File: src/rtl/piradip_leading_zero_count.sv
// piradip_leading_zero_count
// AXI-stream normalisation front end. Each input word is passed through
// unchanged, prefixed with its leading-zero count (or, in signed mode, its
// redundant-sign-bit count). Output packing is {count, word}, so the result
// feeds piradip_left_shift directly.
//
// The count is built by a binary tree. Each node holds the full count for
// its span of bits. The MSB of a node count doubles as the node's
// "all zero" flag, because a node is all zero exactly when its count equals
// its span. With PIPELINE=1, the raw word is registered first and then every
// tree level is registered, giving L+1 stages. With PIPELINE=0, the tree is
// combinational from the input and only the final count is registered.
//
// Flow control is bubble-collapsing: a stage loads when it is empty or when
// its successor is loading. Downstream stalls therefore fill every empty
// stage before input ready falls.
module piradip_leading_zero_count #(
    parameter int  DATA_WIDTH  = 32,
    parameter int  PIPELINE    = 1,
    parameter int  SIGNED      = 0,
    localparam int SHIFT_WIDTH = $clog2(DATA_WIDTH) + 1
) (
    input  logic                              clk,
    input  logic                              resetn,
    input  logic [DATA_WIDTH-1:0]             data_in_tdata,
    input  logic                              data_in_tvalid,
    output logic                              data_in_tready,
    input  logic                              data_in_tlast,
    output logic [SHIFT_WIDTH+DATA_WIDTH-1:0] data_out_tdata,
    output logic                              data_out_tvalid,
    input  logic                              data_out_tready,
    output logic                              data_out_tlast
);

    localparam int L  = $clog2(DATA_WIDTH);
    localparam int NS = (PIPELINE != 0) ? L + 1 : 1;

    // Bit i of the result marks a sign change between bit i and bit i-1.
    // Bit 0 is forced high, so the count can never exceed DATA_WIDTH-1.
    // The leading-zero count of this vector is the redundant-sign-bit count.
    function automatic logic [DATA_WIDTH-1:0] sign_flags(input logic [DATA_WIDTH-1:0] w);
        sign_flags = {w[DATA_WIDTH-1:1] ^ w[DATA_WIDTH-2:0], 1'b1};
    endfunction

    logic [NS-1:0]         valid_r;
    logic [NS-1:0]         last_r;
    logic [DATA_WIDTH-1:0] word_r [NS];
    logic [NS-1:0]         load_s;
    logic [NS-1:0]         in_valid_s;
    logic                  rst_done_r;
    logic                  accept_s;
    logic [DATA_WIDTH-1:0] tree_src_s;
    logic [DATA_WIDTH-1:0] tree_in_s;

    // Backward load-enable chain: a stage loads when it is empty or when its
    // successor loads. The last stage loads when the sink can take data.
    always_comb begin
        logic ld_v;
        load_s       = '0;
        ld_v         = ~valid_r[NS-1] | data_out_tready;
        load_s[NS-1] = ld_v;
        for (int k = NS - 2; k >= 0; k--) begin
            ld_v      = ~valid_r[k] | ld_v;
            load_s[k] = ld_v;
        end
    end

    // Input ready stays low until the first clock after reset release.
    assign data_in_tready = load_s[0] & rst_done_r;
    assign accept_s       = data_in_tvalid & data_in_tready;

    // Valid bit offered to each stage by its predecessor.
    always_comb begin
        in_valid_s    = '0;
        in_valid_s[0] = accept_s;
        for (int k = 1; k < NS; k++) begin
            in_valid_s[k] = valid_r[k-1];
        end
    end

    // Marks the first clock edge after reset release.
    always_ff @(posedge clk or negedge resetn) begin
        if (!resetn) begin
            rst_done_r <= 1'b0;
        end else begin
            rst_done_r <= 1'b1;
        end
    end

    // Stage valid bits plus the word and tlast carried alongside the tree.
    always_ff @(posedge clk or negedge resetn) begin
        if (!resetn) begin
            valid_r <= '0;
            last_r  <= '0;
            for (int k = 0; k < NS; k++) begin
                word_r[k] <= '0;
            end
        end else begin
            for (int k = 0; k < NS; k++) begin
                if (load_s[k]) begin
                    valid_r[k] <= in_valid_s[k];
                end
            end
            if (load_s[0] && in_valid_s[0]) begin
                word_r[0] <= data_in_tdata;
                last_r[0] <= data_in_tlast;
            end
            for (int k = 1; k < NS; k++) begin
                if (load_s[k] && in_valid_s[k]) begin
                    word_r[k] <= word_r[k-1];
                    last_r[k] <= last_r[k-1];
                end
            end
        end
    end

    // The pipelined tree starts from the registered word; the combinational
    // tree works straight from the input bus.
    assign tree_src_s = (PIPELINE != 0) ? word_r[0] : data_in_tdata;
    assign tree_in_s  = (SIGNED != 0) ? sign_flags(tree_src_s) : tree_src_s;

    for (genvar k = 0; k < L; k++) begin : g_lvl
        localparam int NN  = DATA_WIDTH >> (k + 1);  // nodes at this level
        localparam int CW  = k + 2;                  // count width per node
        localparam bit REG = (PIPELINE != 0) || (k == L - 1);
        localparam int STG = (PIPELINE != 0) ? k + 1 : 0;

        logic [NN*CW-1:0] comb_s;
        logic [NN*CW-1:0] out_s;

        if (k == 0) begin : g_leaf
            // Pair counts: 0 if the upper bit is set, 1 if only the lower
            // bit is set, 2 if the pair is all zero.
            always_comb begin
                comb_s = '0;
                for (int n = 0; n < NN; n++) begin
                    if (tree_in_s[2*n+1]) begin
                        comb_s[n*CW +: CW] = 2'd0;
                    end else if (tree_in_s[2*n]) begin
                        comb_s[n*CW +: CW] = 2'd1;
                    end else begin
                        comb_s[n*CW +: CW] = 2'd2;
                    end
                end
            end
        end else begin : g_merge
            localparam int PW = CW - 1;
            logic [2*NN*PW-1:0] prev_s;
            assign prev_s = g_lvl[k-1].out_s;

            // Merge halves: an all-zero upper half contributes its full span,
            // which is added to the lower count; otherwise the upper count
            // alone is the answer.
            always_comb begin
                comb_s = '0;
                for (int n = 0; n < NN; n++) begin
                    if (prev_s[(2*n+1)*PW + PW - 1]) begin
                        comb_s[n*CW +: CW] = {1'b0, prev_s[(2*n+1)*PW +: PW]}
                                           + {1'b0, prev_s[2*n*PW +: PW]};
                    end else begin
                        comb_s[n*CW +: CW] = {1'b0, prev_s[(2*n+1)*PW +: PW]};
                    end
                end
            end
        end

        if (REG) begin : g_reg
            logic [NN*CW-1:0] lvl_r;

            // Level result register, advancing in step with its stage valid bit.
            always_ff @(posedge clk or negedge resetn) begin
                if (!resetn) begin
                    lvl_r <= '0;
                end else if (load_s[STG] && in_valid_s[STG]) begin
                    lvl_r <= comb_s;
                end else begin
                    lvl_r <= lvl_r;
                end
            end

            assign out_s = lvl_r;
        end else begin : g_comb
            assign out_s = comb_s;
        end
    end

    assign data_out_tdata  = {g_lvl[L-1].out_s, word_r[NS-1]};
    assign data_out_tvalid = valid_r[NS-1];
    assign data_out_tlast  = last_r[NS-1];

endmodule

File: config.mk
export PLATFORM = sky130hd
export DESIGN_NAME = piradip_leading_zero_count
export DESIGN_NICKNAME = d
export VERILOG_FILES = /design/src/rtl/piradip_leading_zero_count.sv
export SDC_FILE = /design/constraint.sdc
export NUM_CORES = 1
export LEC_CHECK = 0
export CAP_MARGIN = 30
export CORE_UTILIZATION = 53
export DETAILED_ROUTE_END_ITERATION = 12
export GPL_TIMING_DRIVEN = 1
export PLACE_DENSITY = 0.84
export SKIP_CTS_REPAIR_TIMING = 1
export SLEW_MARGIN = 30
export SYNTH_ARGS = -nofsm -noshare
export SYNTH_HDL_FRONTEND = slang
export SYNTH_SLANG_ARGS = --single-unit
File: constraint.sdc
create_clock -name clk -period 1.7 [get_ports clk]
set_input_delay 0.34 -clock clk [delete_from_list [all_inputs] [get_ports clk]]
set_output_delay 0.34 -clock clk [all_outputs]
set_load 0.01 [all_outputs]
# ---- Word level (Yosys, flattened, before mapping)
# Cells that the tools add are included.
dict set report op_classes {
  n_reduce_logical 6
  n_bitwise 14
  add_sub_neg 15
  n_mux 47
}
# cell n
set ops {}
lappend ops {{2-to-1 mux 2 bit} 32}
lappend ops {{adder 2 x 2 -> 3 bit} 8}
lappend ops {{2-to-1 mux 3 bit} 8}
lappend ops {{adder 3 x 3 -> 4 bit} 4}
lappend ops {{2-to-1 mux 4 bit} 4}
lappend ops {{adder 4 x 4 -> 5 bit} 2}
lappend ops {{2-to-1 mux 5 bit} 2}
lappend ops {{adder 5 x 5 -> 6 bit} 1}
lappend ops {{logical AND 1 bit} 6}
lappend ops {{2-to-1 mux 6 bit} 1}
lappend ops {{NOT 1 bit} 6}
lappend ops {{OR 1 bit} 6}
lappend ops {{AND 1 bit} 2}
dict set report word_totals {
  register_bits 293
  input_bits 37
  output_inout_bits 41
  wordCells 106
}

# ---- Depth between registers and ports, before layout
dict set report depth {
  word_depth 10
  depth_mapped 7
}

# ---- Worst setup path after synthesis
# Ideal clock, no wire load.
dict set report synth_timing {
  kind {register -> register}
  from {reg valid_r[5]}
  to {reg word_r (netlist bit tree_in_s[10])}
  stages_incl_launch_ff 6
  setup_ns 0.127
  path_buffers 1
  path_slack_ns -0.056
  required_time_ns 1.573
  t_arrival_ns 1.628
  cell_sequence {dfrtp_1 nand4b_4 or3_4 nand3_2 buf_6 mux2_1}
}
dict set report synth_between {
  elab_chain_cells 10
}
# item line_no
set synth_lines {}
lappend synth_lines {{from (decl)} 45} ;# logic [NS-1:0] valid_r;
lappend synth_lines {{from (signal, indexed assignment)} 101} ;# valid_r[k] <= in_valid_s[k];
lappend synth_lines {{NOT 1 bit (*)} 60} ;# ld_v = ~valid_r[NS-1] | data_out_tready;
lappend synth_lines {{OR 1 bit (*)} 60}
lappend synth_lines {{OR 1 bit (*) (5 in series)} 63} ;# ld_v = ~valid_r[k] | ld_v;
lappend synth_lines {{AND 1 bit} 69} ;# assign data_in_tready = load_s[0] & rst_done_r;
lappend synth_lines {{AND 1 bit} 70} ;# assign accept_s = data_in_tvalid & data_in_tready;
lappend synth_lines {{logical AND 1 bit (*)} 104} ;# if (load_s[0] && in_valid_s[0]) begin
lappend synth_lines {{to (signal, indexed assignment)} 110} ;# word_r[k] <= word_r[k-1];
lappend synth_lines {{to (decl)} 47} ;# logic [DATA_WIDTH-1:0] word_r [NS];
# Mark *: on every way between the ends. The rest lies on a longest branch, timed or not.
# A chain may end at the register's enable or synchronous reset.

# ---- Worst setup path after layout
dict set report layout_timing {
  from {reg valid_r[5]}
  to {out data_in_tready}
}
dict set report layout_between {
  elab_chain_cells 8
}
# item line_no
set layout_lines {}
lappend layout_lines {{NOT 1 bit} 60}
lappend layout_lines {{OR 1 bit} 60}
lappend layout_lines {{OR 1 bit (5 in series)} 63}
lappend layout_lines {{AND 1 bit} 69}
lappend layout_lines {{to (decl)} 27} ;# output logic data_in_tready,
# No other way between the ends.

==> qor.json <==
{
  "run_status": {
    "status": "finished with violations",
    "violations": "negative setup slack"
  },
  "routing": {
    "first_iter_violations": 425,
    "wl_per_cell_um": 19.1,
    "drc": 0,
    "drtPass1Iterations": 5,
    "postRouteAntennaNets": 0,
    "sum_of_routed_wire_length_over_all_layers_um": 26200,
    "route.detailed.vias_per_inst": 5.56,
    "vias": 7634
  },
  "sta": {
    "worst_slack_ps": -359,
    "finalSetupViolations": 84,
    "max_clock_freq_mhz": 486,
    "timing.hold.ws_ps": 246,
    "grt_setup_unrepaired": "yes",
    "final.period_utilization_pct": 121,
    "fin_clk_skew_ps": 21.8,
    "timing.final.crit_period_ps": 2060,
    "final-max-slew-violation-count": 0,
    "report.final.hold_viol_count": 0
  },
  "global_route": {
    "number_of_global_route_vias_before_repair": 7814,
    "grt.overflow.total": 0,
    "gr-usage-all-layers_pct": 20.5,
    "grt_max_degree": 78,
    "wire_length_of_the_first_global_routing_pass_um": 39200,
    "antenna_found_initial": 0
  },
  "power_and_ir_drop": {
    "pleak_nw": 7.49,
    "sw_frac_of_total_pct": 25.9,
    "switching_power_mw": 5.67,
    "total_power_divided_by_cell_area_mw_per_mm2": 1420,
    "p_seq_share_pct": 47.4,
    "share_comb_of_total_power_pct": 19.5,
    "intPower_mw": 16.2,
    "clock_power_share_pct": 33.1,
    "irDropWorstVdd_mv": 0.866
  },
  "placed_design": {
    "pre_cts_slack_ps": -670,
    "dp.final_hpwl_um": 15600,
    "gpl.final_weighted_congestion": 0.804,
    "port_buffers": 77
  },
  "setup_path": {
    "critical_path_arrival_ps": 1720,
    "reg2reg_slack_ps": -300,
    "worstReg2RegStart": "valid_r[5]$_DFFE_PN0P_",
    "endpoint_of_the_most_critical_setup_path": "data_in_tready",
    "ff2ff_path_depth": 7,
    "worst_setup_path_startpoint": "valid_r[5]$_DFFE_PN0P_",
    "setup.worst_path.class": "reg -> out",
    "critical_path.startpoint_type": "register",
    "timing.critical_path.to_type": "primary output",
    "crit_fanout": 2,
    "r2r-end": "tree_in_s[23]$_DFFE_PN0P_",
    "cp.required_ps": 1360
  },
  "floorplan": {
    "pin_count": 78,
    "design.die.area_sq_mm": 0.0240,
    "core_area_sq_mm": 0.0228,
    "rows": 55,
    "floorplan.die.height_um": 155,
    "die_w_um": 155,
    "floorplan.initialDensity_pct": 54.5
  },
  "layout": {
    "layout-drive-gt1-share_pct": 30.5,
    "fillCellCount": 1453,
    "num_antenna_cells": 0,
    "final_net_count": 1122,
    "layout-area-overhead-vs-synth_pct": 24.2
  },
  "logic_synthesis": {
    "postSynthCellCount": 934,
    "post_synth_edffs": 0,
    "synthFlopType": "sky130_fd_sc_hd__dfrtp_1",
    "syn_avg_cell_area_sq_um": 13.3,
    "synth_largest_area_cell": "sky130_fd_sc_hd__dfrtp_1",
    "asr_flop_ratio_synth_pct": 100,
    "synth_largest_type_area_fraction_pct": 59.0,
    "netlist_area_sq_mm": 0.0124,
    "netlist_top_cells_area": "sky130_fd_sc_hd__dfrtp_1 59%, sky130_fd_sc_hd__mux2_2 15%, sky130_fd_sc_hd__nand2_1 3.9%",
    "yosys-top-cells-count": "293 x sky130_fd_sc_hd__dfrtp_1, 161 x sky130_fd_sc_hd__mux2_2, 128 x sky130_fd_sc_hd__nand2_1, 74 x sky130_fd_sc_hd__o21ai_0, 33 x sky130_fd_sc_hd__ha_1",
    "synth_unique_cells": 36,
    "synth_seq_area_share_pct": 59.0,
    "mappedNetlistNets": 1019,
    "yosysMostFrequentCell": "sky130_fd_sc_hd__dfrtp_1",
    "synthesis_warnings": 0,
    "yosys_register_bits": 293
  },
  "min_path": {
    "tightest_hold_check_type": "in -> async"
  },
  "clocking": {
    "cts_tree": "built",
    "clk_path_buf_depth": 3,
    "cts_made_buffers": 28,
    "clk_transition_reported_paths_ps": 70,
    "cts.sinks": 293,
    "cts_root_buffer": "sky130_fd_sc_hd__clkbuf_16",
    "cts_max_level": 1,
    "clock_latency_ps": 550
  },
  "job": {
    "max_cap_viol_count": 0
  }
}
-- cell families (layout without fill, tap and decap cells) --
family	Yosys count	in the layout	synth area share, %
DFF	293	293	59.0
muxes	214	214	19.2
and+or+nand+nor	165	165	5.84
AOI/OAI and AO/OA	121	121	5.70
buffers and inverters	84	209	3.87
adders and majority gates	48	48	5.74
xor gates and xnor gates	8	8	0.564
other	1	1	0.0302
-- critical path, cell delays in order (launching register included) --
cell and delay, ps:
sky130_fd_sc_hd__dfrtp_2 400, sky130_fd_sc_hd__nand4b_4 120, sky130_fd_sc_hd__or3_4 370, sky130_fd_sc_hd__and2_4 160, sky130_fd_sc_hd__buf_6 110
-- sequential cells by signal, indices dropped and copies added, names as in the netlist --
| signal | count |
|---|---|
| g_lvl.g_reg.lvl_r | 88 |
| tree_in_s | 32 |
| valid_r | 6 |
| data_out_tdata | 32 |
| word_r | 128 |
| last_r | 6 |
| rst_done_r | 1 |
-- final cells by class --
class,count,area [sq um],share of cell area [%]
flip-flops and latches,293,7330,47.6
clock buffers,37,785,5.09
clock inverters,15,315,2.05
inverters,14,52.6,0.341
multi-input cells,557,4770,31.0
well taps,313,392,2.54
repair buffers,143,1770,11.5
-- layer usage --
| layer | track usage (%) | routed length (um) | up-vias | part of all wire [%] |
|---|---|---|---|---|
| met5 | 0 | 0 | - | 0 |
| met4 | 6.32 | 746 | 0 | 2.8 |
| met3 | 2.59 | 1140 | 62 | 4.4 |
| met2 | 35.5 | 13200 | 215 | 50 |
| met1 | 27.2 | 11100 | 3940 | 42 |
| li1 | - | - | 3417 | - |
-- worst min-delay path by stage --
| stage | from | end | slack, ps |
|---|---|---|---|
| 6_report | resetn | word_r[121]$_DFFE_PN0P_ | 250 |
| 5_1_grt | resetn | word_r[121]$_DFFE_PN0P_ | 270 |
| 4_1_cts | resetn | word_r[121]$_DFFE_PN0P_ | -350 |
| 3_5_place_dp | resetn | g_lvl[1].g_reg.lvl_r[0]$_DFFE_PN0P_ | 230 |
| 3_3_place_gp | resetn | g_lvl[1].g_reg.lvl_r[0]$_DFFE_PN0P_ | 220 |
| 2_1_floorplan | resetn | data_out_tdata[0]$_DFFE_PN0P_ | 40 |
-- through the flow --
stage	area (sq um)	instances	power, mW	setup TNS [ps]	util, %
2_1_floorplan	12400	934	12.9	0	-
3_3_place_gp	13700	1299	14.2	-73730	60.2
3_5_place_dp	13700	1299	14.5	-77340	60.2
4_1_cts	14800	1351	21.8	-9810	65.0
5_1_grt	15400	1372	22.9	-16480	67.7
6_report	15400	1372	21.9	-12180	67.7
-- placed cells by master, fill, tap and decap left out, types with 12 or more instances in the layout --
cell                                n
sky130_fd_sc_hd__dfrtp_1          292
sky130_fd_sc_hd__mux2_2           158
sky130_fd_sc_hd__nand2_1          125
sky130_fd_sc_hd__o21ai_0           73
sky130_fd_sc_hd__dlymetal6s2s_1    40
sky130_fd_sc_hd__clkbuf_16         37
sky130_fd_sc_hd__clkdlybuf4s50_1   35
sky130_fd_sc_hd__buf_4             35
sky130_fd_sc_hd__mux2_4            33
sky130_fd_sc_hd__ha_1              31
sky130_fd_sc_hd__o31ai_1           28
sky130_fd_sc_hd__mux2i_1           21
sky130_fd_sc_hd__buf_12            16
sky130_fd_sc_hd__fa_1              14
sky130_fd_sc_hd__inv_1             13
sky130_fd_sc_hd__nand2b_1          12
-- power by group through the flow --
stage / sequential [mW] / clock, mW / combinational [mW]
2_1_floorplan: 9.89 / 0 / 3.06
3_3_place_gp: 10.3 / 0 / 3.88
3_5_place_dp: 10.4 / 0 / 4.08
4_1_cts: 10.3 / 7.31 / 4.16
5_1_grt: 10.6 / 7.62 / 4.71
6_report: 10.4 / 7.23 / 4.27
No activity file was read; power rests on OpenSTA's default activity.
